## config.mk

```make
export PLATFORM = sky130hd
export DESIGN_NAME = uxn_control_fsm_flat
export DESIGN_NICKNAME = d
export VERILOG_FILES = /design/src/rtl/uxn_control_fsm_pkg.sv /design/src/rtl/uxn_control_fsm_if.sv /design/src/rtl/uxn_control_fsm.sv /design/src/flat_wrapper.sv
export SDC_FILE = /design/constraint.sdc
export NUM_CORES = 1
export LEC_CHECK = 0
export ABC_AREA = 1
export BUFFER_PORTS_ARGS = -buffer_cell sky130_fd_sc_hd__buf_2
export CAP_MARGIN = 20
export CORE_MARGIN = 4
export CORE_UTILIZATION = 50
export DETAILED_ROUTE_END_ITERATION = 16
export GPL_TIMING_DRIVEN = 0
export PLACE_DENSITY = 0.86
export SYNTH_ARGS = -nofsm -noshare
export SYNTH_HDL_FRONTEND = slang
export SYNTH_SLANG_ARGS = --single-unit
```

## constraint.sdc

```tcl
create_clock -name clk -period 2.55 [get_ports clk]
set_clock_uncertainty 0.2 [all_clocks]
set_input_delay 0.255 -clock clk [delete_from_list [all_inputs] [get_ports clk]]
set_output_delay 0.255 -clock clk [all_outputs]
set_load 0.01 [all_outputs]
```

## src/rtl/uxn_control_fsm_pkg.sv

```systemverilog
// Shared opcode values, FSM state encodings and the opcode classifier for the uxn control unit.
package uxn_pkg;

   localparam int unsigned UXN_INSTR_W = 18;
   localparam int unsigned OP_MSB      = 17;
   localparam int unsigned OP_LSB      = 10;
   localparam int unsigned RA_MSB      = 9;
   localparam int unsigned RA_LSB      = 5;
   localparam int unsigned RB_MSB      = 4;
   localparam int unsigned RB_LSB      = 0;

   localparam logic [7:0] OP_ADD   = 8'h01;
   localparam logic [7:0] OP_SUB   = 8'h02;
   localparam logic [7:0] OP_MUL   = 8'h03;
   localparam logic [7:0] OP_DIV   = 8'h04;
   localparam logic [7:0] OP_MOD   = 8'h05;
   localparam logic [7:0] OP_AND   = 8'h10;
   localparam logic [7:0] OP_OR    = 8'h11;
   localparam logic [7:0] OP_XOR   = 8'h12;
   localparam logic [7:0] OP_SHL   = 8'h13;
   localparam logic [7:0] OP_LOAD  = 8'h20;
   localparam logic [7:0] OP_STORE = 8'h21;
   localparam logic [7:0] OP_JUMP  = 8'h30;
   localparam logic [7:0] OP_JZ    = 8'h31;
   localparam logic [7:0] OP_JNZ   = 8'h32;
   localparam logic [7:0] OP_NOP   = 8'h60;
   localparam logic [7:0] OP_HLT   = 8'h70;

   localparam logic [2:0] ST_INIT      = 3'd0;
   localparam logic [2:0] ST_FETCH     = 3'd1;
   localparam logic [2:0] ST_DECODE    = 3'd2;
   localparam logic [2:0] ST_EXECUTE   = 3'd3;
   localparam logic [2:0] ST_MEMORY    = 3'd4;
   localparam logic [2:0] ST_WRITEBACK = 3'd5;
   localparam logic [2:0] ST_HALT      = 3'd6;

   typedef enum logic [3:0] {
      CLS_ALU,
      CLS_LOAD,
      CLS_STORE,
      CLS_JUMP,
      CLS_JZ,
      CLS_JNZ,
      CLS_NOP,
      CLS_HLT,
      CLS_ILLEGAL
   } op_class_e;

   function automatic op_class_e uxn_decode(input logic [7:0] op);
      op_class_e cls;
      case (op)
         OP_ADD, OP_SUB, OP_MUL, OP_DIV, OP_MOD,
         OP_AND, OP_OR, OP_XOR, OP_SHL: cls = CLS_ALU;
         OP_LOAD:  cls = CLS_LOAD;
         OP_STORE: cls = CLS_STORE;
         OP_JUMP:  cls = CLS_JUMP;
         OP_JZ:    cls = CLS_JZ;
         OP_JNZ:   cls = CLS_JNZ;
         OP_NOP:   cls = CLS_NOP;
         OP_HLT:   cls = CLS_HLT;
         default:  cls = CLS_ILLEGAL;
      endcase
      return cls;
   endfunction

endpackage

```

## src/rtl/uxn_control_fsm_if.sv

```systemverilog
// Unified memory req/ack bus between the uxn control unit (master) and memory (slave).
interface uxn_control_fsm_if #(
   parameter int unsigned ADDR_W  = 16,
   parameter int unsigned DATA_W  = 16,
   parameter int unsigned INSTR_W = 18
);
   logic               mem_req;
   logic               mem_we;
   logic [ADDR_W-1:0]  mem_addr;
   logic [DATA_W-1:0]  mem_wdata;
   logic               mem_ack;
   logic [INSTR_W-1:0] mem_rdata;

   modport master (
      output mem_req, mem_we, mem_addr, mem_wdata,
      input  mem_ack, mem_rdata
   );

   modport slave (
      input  mem_req, mem_we, mem_addr, mem_wdata,
      output mem_ack, mem_rdata
   );
endinterface

```

## src/rtl/uxn_control_fsm.sv

```systemverilog
// Multi-cycle fetch/decode/execute sequencer for the uxn core: drives memory,
// register-file write port and the shared ALU.
module uxn_control_fsm
   import uxn_pkg::*;
#(
   parameter int unsigned ADDR_W  = 16,
   parameter int unsigned INSTR_W = 18,
   parameter int unsigned DATA_W  = 16
) (
   input  logic               clk,
   input  logic               rst,
   uxn_control_fsm_if.master  mem,
   input  logic [DATA_W-1:0]  rf_rdata_a,
   input  logic [DATA_W-1:0]  rf_rdata_b,
   output logic               rf_we,
   output logic [4:0]         rf_waddr,
   output logic               rf_wsel,
   output logic [7:0]         alu_op,
   output logic               alu_start,
   input  logic               alu_done,
   input  logic               alu_zero,
   output logic [INSTR_W-1:0] ir,
   output logic [ADDR_W-1:0]  pc,
   output logic [2:0]         state,
   output logic               halted,
   output logic               illegal
);

   logic [2:0]         state_q, state_d;
   logic [ADDR_W-1:0]  pc_q, pc_d;
   logic [INSTR_W-1:0] ir_q, ir_d;
   logic               zflag_q, zflag_d;
   logic               alu_busy_q, alu_busy_d;
   logic               wsel_q, wsel_d;

   op_class_e          cls;
   logic [4:0]         ra, rb;
   logic [ADDR_W-1:0]  jump_tgt;

   assign ra       = ir_q[RA_MSB:RA_LSB];
   assign rb       = ir_q[RB_MSB:RB_LSB];
   assign cls      = uxn_decode(ir_q[OP_MSB:OP_LSB]);
   assign jump_tgt = {{(ADDR_W-10){1'b0}}, ra, rb};

   assign ir       = ir_q;
   assign pc       = pc_q;
   assign state    = state_q;
   assign alu_op   = ir_q[OP_MSB:OP_LSB];
   assign rf_waddr = ra;
   assign rf_wsel  = wsel_q;

   always_comb begin
      state_d       = state_q;
      pc_d          = pc_q;
      ir_d          = ir_q;
      zflag_d       = zflag_q;
      alu_busy_d    = alu_busy_q;
      wsel_d        = wsel_q;
      mem.mem_req   = 1'b0;
      mem.mem_we    = 1'b0;
      mem.mem_addr  = pc_q;
      mem.mem_wdata = rf_rdata_a;
      rf_we         = 1'b0;
      alu_start     = 1'b0;
      halted        = 1'b0;
      illegal       = 1'b0;

      case (state_q)
         ST_INIT: state_d = ST_FETCH;

         ST_FETCH: begin
            mem.mem_req = 1'b1;
            if (mem.mem_ack) begin
               ir_d    = mem.mem_rdata;
               pc_d    = pc_q + ADDR_W'(1);
               state_d = ST_DECODE;
            end
         end

         ST_DECODE: begin
            state_d = ST_FETCH;
            case (cls)
               CLS_ALU: begin
                  alu_busy_d = 1'b0;
                  state_d    = ST_EXECUTE;
               end
               CLS_LOAD, CLS_STORE: state_d = ST_MEMORY;
               CLS_JUMP: pc_d = jump_tgt;
               CLS_JZ:   if (zflag_q)  pc_d = jump_tgt;
               CLS_JNZ:  if (!zflag_q) pc_d = jump_tgt;
               CLS_NOP:  ;
               CLS_HLT:  state_d = ST_HALT;
               default:  illegal = 1'b1;
            endcase
         end

         // alu_busy marks that the launch pulse has gone out; done may coincide with it
         ST_EXECUTE: begin
            alu_start  = !alu_busy_q;
            alu_busy_d = 1'b1;
            if (alu_done) begin
               zflag_d = alu_zero;
               wsel_d  = 1'b0;
               state_d = ST_WRITEBACK;
            end
         end

         ST_MEMORY: begin
            mem.mem_req  = 1'b1;
            mem.mem_we   = (cls == CLS_STORE);
            mem.mem_addr = rf_rdata_b[ADDR_W-1:0];
            if (mem.mem_ack) begin
               if (cls == CLS_STORE) begin
                  state_d = ST_FETCH;
               end else begin
                  wsel_d  = 1'b1;
                  state_d = ST_WRITEBACK;
               end
            end
         end

         ST_WRITEBACK: begin
            rf_we   = 1'b1;
            state_d = ST_FETCH;
         end

         ST_HALT: halted = 1'b1;

         default: state_d = ST_INIT;
      endcase
   end

   always_ff @(posedge clk or posedge rst) begin
      if (rst) begin
         state_q    <= ST_INIT;
         pc_q       <= '0;
         ir_q       <= '0;
         zflag_q    <= 1'b0;
         alu_busy_q <= 1'b0;
         wsel_q     <= 1'b0;
      end else begin
         state_q    <= state_d;
         pc_q       <= pc_d;
         ir_q       <= ir_d;
         zflag_q    <= zflag_d;
         alu_busy_q <= alu_busy_d;
         wsel_q     <= wsel_d;
      end
   end

endmodule

```

## src/flat_wrapper.sv

```systemverilog
// flat-port wrapper written by rule: the top's interface ports become plain ports
module uxn_control_fsm_flat import uxn_pkg::*;
#(
   parameter int unsigned ADDR_W  = 16,
   parameter int unsigned INSTR_W = 18,
   parameter int unsigned DATA_W  = 16
)
  (clk, rst, rf_rdata_a, rf_rdata_b, rf_we, rf_waddr, rf_wsel, alu_op, alu_start, alu_done, alu_zero, ir, pc, state, halted, illegal, mem_mem_req, mem_mem_we, mem_mem_addr, mem_mem_wdata, mem_mem_ack, mem_mem_rdata);
  uxn_control_fsm_if #(.ADDR_W(ADDR_W), .DATA_W(DATA_W), .INSTR_W(INSTR_W)) mem_i ();
  input  logic clk;
  input  logic rst;
  input  logic [DATA_W-1:0] rf_rdata_a;
  input  logic [DATA_W-1:0] rf_rdata_b;
  output logic rf_we;
  output logic [4:0] rf_waddr;
  output logic rf_wsel;
  output logic [7:0] alu_op;
  output logic alu_start;
  input  logic alu_done;
  input  logic alu_zero;
  output logic [INSTR_W-1:0] ir;
  output logic [ADDR_W-1:0] pc;
  output logic [2:0] state;
  output logic halted;
  output logic illegal;
  output wire logic [$bits(mem_i.mem_req)-1:0] mem_mem_req;
  output wire logic [$bits(mem_i.mem_we)-1:0] mem_mem_we;
  output wire logic [$bits(mem_i.mem_addr)-1:0] mem_mem_addr;
  output wire logic [$bits(mem_i.mem_wdata)-1:0] mem_mem_wdata;
  input wire logic [$bits(mem_i.mem_ack)-1:0] mem_mem_ack;
  input wire logic [$bits(mem_i.mem_rdata)-1:0] mem_mem_rdata;
  assign mem_mem_req = mem_i.mem_req;
  assign mem_mem_we = mem_i.mem_we;
  assign mem_mem_addr = mem_i.mem_addr;
  assign mem_mem_wdata = mem_i.mem_wdata;
  assign mem_i.mem_ack = mem_mem_ack;
  assign mem_i.mem_rdata = mem_mem_rdata;
  uxn_control_fsm #(.ADDR_W(ADDR_W), .INSTR_W(INSTR_W), .DATA_W(DATA_W)) u_core (.clk(clk), .rst(rst), .mem(mem_i), .rf_rdata_a(rf_rdata_a), .rf_rdata_b(rf_rdata_b), .rf_we(rf_we), .rf_waddr(rf_waddr), .rf_wsel(rf_wsel), .alu_op(alu_op), .alu_start(alu_start), .alu_done(alu_done), .alu_zero(alu_zero), .ir(ir), .pc(pc), .state(state), .halted(halted), .illegal(illegal));
endmodule
```

==> qor.csv, run 1 <==
stage,metric,value,unit
status,run status,"finished, final reports clean",
timing,Slew Limit Headroom,43.5,%
global_routing,initial antenna violation count,0,
power,cell area power density,1010,mW/mm^2
cts,clock slew seen by the registers of the worst setup and hold paths,0.08,ns
floorplan,starting density of the core,52.3,%
setup_path,number of buffer and inverter instances along the worst setup path,3,
setup_path,cell mode on critical path,buf_2,
cts,H-tree levels,2,
setup_path,required time of the worst setup path,2.10,ns
setup_path,arrival time reported for the critical path endpoint,1.90,ns
timing,post-route setup TNS,0,ns
global_routing,global-route wire length before repair,15000,um
timing,share of the clock period used by the worst path after layout,92.4,%
cts,clock latency of the later-clocked register in the worst-skew pair,0.30,ns
timing,slew at the pin closest to its max-slew limit,0.846,ns
finish,number of diodes added for antenna fixing,0,
timing,setup-violating endpoint count in the final report,0,
setup_path,cell type group with the largest total delay on the critical path,buffers and inverters,
job,Maximum Capacitance Violations,0,
power,Peak VDD IR,0.750,mV
finish,share of post-route cells with drive strength above 1,34.6,%
finish,area growth from synthesis to layout,34.5,%
timing,RSZ-0062 raised after global routing,false,
synth,Post-synth EDFFs,0,
cts,master cell of the clock root buffer,clkbuf_8,
global_routing,overall overflow remaining after global route,0,
timing,worst hold-check slack,0.00471,ns
drt,final wirelength,8750,um
floorplan,Ports,144,
setup_path,list of cells traversed by the critical path,nand3_1 -> inv_1 -> buf_2 -> nand2_1 -> o21ai_0 -> buf_2,
finish,Filler Cell Count,467,
synth,largest area contributor in the synthesized netlist,dfrtp_1,
hold_path,path type of the worst min-delay path,in -> reg,
floorplan,die height,84.6,um
synth,main flop type after synthesis,dfrtp_1,
setup_path,CP Capture Type,output port,
synth,post-synth net total,487,
synth,mapped cell area,0.00293,mm^2
drt,iteration count of the initial detailed-routing pass,5,
synth,portion of the post-synthesis area used by sequential elements,34.2,%
synth,flop and latch count out of synthesis,40,
global_routing,number of global-route vias before repair,3161,
drt,via count of the routed design,3293,
global_routing,GRT Overall Usage,25.4,%
floorplan,Core ar.,0.00561,mm^2
global_routing,largest net degree at the start of global routing,41,
synth,Netlist cell types,30,
floorplan,Die Width,84.6,um
setup_path,largest fanout of any net on the critical path,10,
floorplan,DIE AREA,0.00715,mm^2
synth,"top cells by area, synth","dfrtp_1, nand2_1, buf_4, nor2_1, nand3_1",
timing,Final Critical Period,2.36,ns
setup_path,slowest CP cell,dfrtp_1,
cts,number of buffers added by the clock tree synthesis step,5,
synth,syn_area_per_cell,6.80,um^2
finish,number of nets in the layout,638,
drt,number of antenna-violating nets in the routed design,0,
placed_design,half-perimeter wire length of the detailed placement result,6370,um
cts,clock tree buffer depth,2,
synth,async set or reset register ratio after synthesis,100,%
floorplan,Rows,27,
drt,drt wl/cell,13.4,um
timing,fmax,0.425,GHz
drt,Iteration-0 DRC Markers,209,
finish,Sequential Area,0.00100,mm^2
placed_design,gpl congestion,0.921,
drt,via density per instance,5.03,
synth,top cell type's share of synthesized area,34.2,%
synth,Syn. warnings,0,
cts,TritonCTS clock tree,built,
timing,number of hold violations in the final report,0,
timing,max-slew violation count,0,
placed_design,number of port buffers,127,
setup_path,stage delay of the slowest cell on the critical path,0.55,ns
synth,cells after synthesis,431,
cts,TritonCTS Sinks,40,
drt,total DRC errors in the routed layout,0,
setup_path,category of the critical setup timing path,reg -> out,
finish,area of combinational cells with multiple inputs,0.00152,mm^2
setup_path,Setup crit start kind,register,
power,leakage dissipation,2.15,nW
cts,number of buffers inserted to repair setup after CTS,0,
## kinds of logic (layout without fill, tap and decap cells)
logic type / count (synthesis) / in the layout / share of synthesized area [%]
flip-flops: 40 / 40 / 34.2
adder cells (fa/ha/maj): 1 / 1 / 0.427
XOR/XNOR: 3 / 3 / 0.897
AND/OR/NAND/NOR: 273 / 273 / 40.0
multiplexers: 11 / 11 / 4.23
AO/OA/AOI/OAI: 32 / 32 / 6.19
buffers and inverters: 71 / 223 / 14.1
## Yosys cell counts, drive strengths merged, types with 2 or more instances
cell	n
nand3	31
nand3b	2
a21oi	10
o21bai	5
nand4	7
inv	32
nor3	7
nor2	54
dfrtp	40
o211ai	2
o21ai	15
nand2	171
buf	38
xnor2	3
mux2	11
## sequential cells by signal, summed over array words and instances, names as in the netlist
signal             cells
u_core.ir             18
u_core.alu_busy_q      1
u_core.zflag_q         1
u_core.state           3
u_core.rf_wsel         1
u_core.pc             16
## power by group
part           total (W)  switching, W  leakage [nW]  internal [W]
logic            0.00224       0.00129          1.61      0.000948
registers        0.00119      0.000322         0.488      0.000872
clock network   0.000546      0.000251        0.0548      0.000295
## final cells by class
class / instances / share of cell area [%]
Tap cell: 72 / 2.29
Inverter: 32 / 3.17
Multi-Input combinational cell: 320 / 38.5
Buffer: 39 / 7.30
Clock inverter: 3 / 1.17
Sequential cell: 40 / 25.4
Clock buffer: 5 / 1.75
Timing Repair Buffer: 144 / 20.4
## through the flow
stage               utilization, %  instances  total power [W]  worst slack [ns]  instance area [um^2]
global placement              65.2        630          0.00335             0.522                  3660
finish                        70.3        655          0.00398             0.194                  3940
detailed placement            65.2        630          0.00340             0.505                  3660
floorplan                        -        431          0.00262             0.810                  2930
CTS                           70.3        655          0.00398             0.165                  3940
global route                  70.3        655          0.00432           0.00231                  3940
## routing by layer
layer	GRT usage [%]	part of all wire [%]	vias up
met3	5.40	9.3	15
met4	6.91	1.6	0
met5	0	0	-
met2	44.3	49	168
met1	31.8	40	1462
li1	-	-	1648
## cells in the final DEF (no fill, tap or decap)
master and instances:
mux2_1 6, inv_6 2, nand2_4 1, nand3b_1 2
bufinv_16 1, buf_2 132, clkinvlp_4 1, nand3_1 28
ha_1 1, nor2_2 1, inv_1 23, o211ai_1 2
nor2_1 50, buf_6 3, nor3_1 7, xnor2_1 3
o21ai_0 14, o21ai_2 1, nand2_1 164, nand4_1 7
clkbuf_8 5, a21oi_1 10, nor3b_1 1, nand2_2 6
dfrtp_1 40, buf_4 30, nor2_8 1, mux2_2 5
o21bai_1 5, dlygate4sd3_1 17, nand3_2 3, inv_2 8
nor2_4 2, clkbuf_1 1
## repair_timing
action / 4_1_cts / 5_1_grt
resized for setup: 0 / 0
hold buffers: 17 / 0
hold endpoints to repair: 56 / 0
## final timing paths
path / cells past startpoint / to / startpoint / slack [ns]
min in group asynchronous: 3 / u_core.pc[6] / rst / 0.48
min: 3 / u_core.ir[15] / mem_mem_rdata[15] / 0.005
max in group asynchronous: 3 / u_core.pc[2] / rst / 1.14
max: 6 / mem_mem_addr[9] / u_core.state[2] / 0.19
max reg2reg: 9 / u_core.pc[12] / u_core.pc[0] / 0.52
min reg2reg: 2 / u_core.alu_busy_q / u_core.alu_busy_q / 0.28
## worst register-to-register path: cells and delay by family (launching register included)
kind	cells	cell delay, ns
adder cells (fa/ha/maj)	1	0.31
AND/OR/NAND/NOR	5	0.66
flip-flops	1	0.49
AO/OA/AOI/OAI	1	0.15
buffers and inverters	2	0.18
Note: power is estimated with default switching activity, not from simulation.
==> run 2, diff against run 1 <==
--- a/config.mk
+++ b/config.mk
@@ -13,6 +13,7 @@
 export DETAILED_ROUTE_END_ITERATION = 16
 export GPL_TIMING_DRIVEN = 0
 export PLACE_DENSITY = 0.86
+export REMOVE_ABC_BUFFERS = 1
 export SYNTH_ARGS = -nofsm -noshare
 export SYNTH_HDL_FRONTEND = slang
 export SYNTH_SLANG_ARGS = --single-unit
==> run 2 against run 1 <==
  * Design area down 11%
  * Via count down 5.6%
  * Largest power group unchanged
  * Wire length down 6.7%
  * Die area stayed put
  * Global-route usage fell by 2.0 points
  * Largest cell class unchanged
  * Utilization down 7.7 points
  * Sequential share of layout area up 3.1 points
  * Clock power down 25%
  * Total power down 11%
==> qor.csv, run 2 (same netlist as run 1, synthesis figures left out) <==
stage,metric,value,unit
global_routing,global-route wire length before repair,13800,um
status,run status,"finished, final reports clean",
placed_design,number of port buffers,111,
finish,share of post-route cells with drive strength above 1,28.5,%
finish,share of the core filled with cells in the final layout,62.6,%
cts,master cell of the clock root buffer,clkbuf_8,
cts,TritonCTS Sinks,40,
power,Reg power frac,33.3,%
power,power spent charging and discharging nets,0.00174,W
power,cell area power density,1010,mW/mm^2
setup_path,arrival time reported for the critical path endpoint,1.79,ns
drt,Iteration-0 DRC Markers,173,
setup_path,category of the critical setup timing path,reg -> out,
power,fraction of power spent switching nets,49.3,%
timing,share of the clock period used by the worst path after layout,88.2,%
placed_design,half-perimeter wire length of the detailed placement result,5850,um
cts,clock tree buffer depth,2,
power,power share of the combinational group,55.2,%
floorplan,Core ar.,0.00561,mm^2
setup_path,logic depth of the worst register-to-register path,10,
global_routing,number of global-route vias before repair,3012,
cts,TritonCTS clock tree,built,
floorplan,starting density of the core,52.3,%
finish,number of nets in the layout,579,
hold_path,hold path endpoint,u_core.ir[9],
power,total design power,0.00353,W
timing,worst hold-check slack,0.00546,ns
timing,Slew Limit Headroom,43.7,%
timing,RSZ-0062 raised after global routing,false,
timing,setup-violating endpoint count in the final report,0,
cts,clock latency of the later-clocked register in the worst-skew pair,0.29,ns
setup_path,slowest CP cell,dfrtp_1,
cts,H-tree levels,2,
floorplan,DIE AREA,0.00715,mm^2
setup_path,Register-to-Register Setup Slack,0.35,ns
setup_path,endpoint of the worst register-to-register path,u_core.pc[3],
drt,number of antenna-violating nets in the routed design,0,
timing,max-slew violation count,0,
job,Maximum Capacitance Violations,0,
placed_design,gpl congestion,0.901,
floorplan,Ports,144,
hold_path,hold path depth,2,
global_routing,largest net degree at the start of global routing,41,
drt,total DRC errors in the routed layout,0,
setup_path,largest fanout of any net on the critical path,27,
floorplan,die height,84.6,um
hold_path,startpoint of the worst hold path,mem_mem_rdata[9],
finish,"leading cell type in the layout, fill and taps excluded",nand2_1,
finish,Filler Cell Count,520,
hold_path,path type of the worst min-delay path,in -> reg,
cts,number of buffers added by the clock tree synthesis step,5,
drt,final wirelength,8170,um
setup_path,reg-to-reg critical path startpoint,u_core.state[0],
drt,via count of the routed design,3107,
finish,"top library cells by usage in the layout, fill and taps aside","nand2_1, buf_2, nor2_1, dfrtp_1, nand3_1",
timing,"crit path setup slack, layout",0.302,ns
global_routing,GRT Overall Usage,23.4,%
timing,fmax,0.445,GHz
power,share of power burned in the clock network,11.5,%
floorplan,Rows,27,
setup_path,list of cells traversed by the critical path,inv_2 -> nand2_2 -> nor2_8 -> inv_6 -> nor3_1 -> buf_2,
finish,Largest register FFs,18,
global_routing,initial antenna violation count,0,
finish,number of diodes added for antenna fixing,0,
setup_path,CP Capture Type,output port,
placed_design,pre-CTS setup slack,-0.0368,ns
drt,iteration count of the initial detailed-routing pass,5,
power,leakage dissipation,1.86,nW
timing,post-route setup TNS,0,ns
timing,number of hold violations in the final report,0,
setup_path,stage delay of the slowest cell on the critical path,0.42,ns
drt,drt wl/cell,13.7,um
cts,clock slew seen by the registers of the worst setup and hold paths,0.08,ns
setup_path,required time of the worst setup path,2.10,ns
power,cell internal power dissipation,0.00179,W
global_routing,overall overflow remaining after global route,0,
floorplan,Die Width,84.6,um
timing,Final Critical Period,2.25,ns
timing,slew at the pin closest to its max-slew limit,0.844,ns
setup_path,Setup crit start kind,register,
power,Peak VDD IR,0.573,mV
cts,number of buffers inserted to repair setup after CTS,0,
drt,via density per instance,5.22,
finish,area growth from synthesis to layout,19.8,%
==> run 2: repair_timing <==
| item | in CTS | in global routing |
|---|---|---|
| hold buffers | 12 | 0 |
| cloned | 1 | 0 |
| endpoints found under the setup margin | 16 | 8 |
| gates resized for setup | 3 | 1 |
| hold endpoints to repair | 51 | 0 |
==> run 2: worst max-delay path, delay by kind of cell, from the launching register on <==
kind	cells	cell delay [ns]
buffers and inverters	3	0.41
flip-flops	1	0.42
AND/OR/NAND/NOR	3	0.68
==> run 2: per-layer routing <==
| layer | vias up | part of all wire [%] | GRT usage (%) |
|---|---|---|---|
| met2 | 154 | 47 | 39.3 |
| met4 | 0 | 3.6 | 10.6 |
| met3 | 25 | 8.9 | 5.20 |
| li1 | 1521 | - | - |
| met1 | 1407 | 41 | 28.5 |
| met5 | - | 0 | 2.10 |
==> run 2: layout make-up <==
cell class	instances	area, um^2	share of cell area, %
clock buffers	6	72.6	2.07
clock inverters	1	5.00	0.143
inverters	32	129	3.67
multi-input cells	320	1530	43.6
flip-flops and latches	40	1000	28.5
well taps	72	90.1	2.57
repair buffers	123	676	19.3
repair inverters	1	7.51	0.214
==> run 2: power groups by stage <==
stage          clock network [W]  logic, W  registers [W]
2_1_floorplan                  0   0.00107        0.00129
3_3_place_gp                   0   0.00188        0.00117
3_5_place_dp                   0   0.00192        0.00118
4_1_cts                 0.000416   0.00195        0.00117
5_1_grt                 0.000446   0.00218        0.00123
6_report                0.000408   0.00195        0.00118
==> run 2: stage by stage <==
stage,instances,area [um^2]
after CTS,595,3500
final,595,3510
after detailed placement,575,3290
after global routing,595,3510
after floorplan,392,2640
after global placement,575,3290
==> run 2: worst max-delay path by stage <==
stage | start | end | depth (start not counted)
after detailed placement | u_core.state[2] | mem_mem_addr[14] | 5
after global routing | u_core.state[0] | u_core.pc[11] | 10
final | u_core.state[0] | illegal | 6
after floorplan | u_core.state[2] | mem_mem_addr[0] | 4
after CTS | u_core.state[2] | mem_mem_addr[14] | 5
after global placement | u_core.state[2] | mem_mem_addr[0] | 5
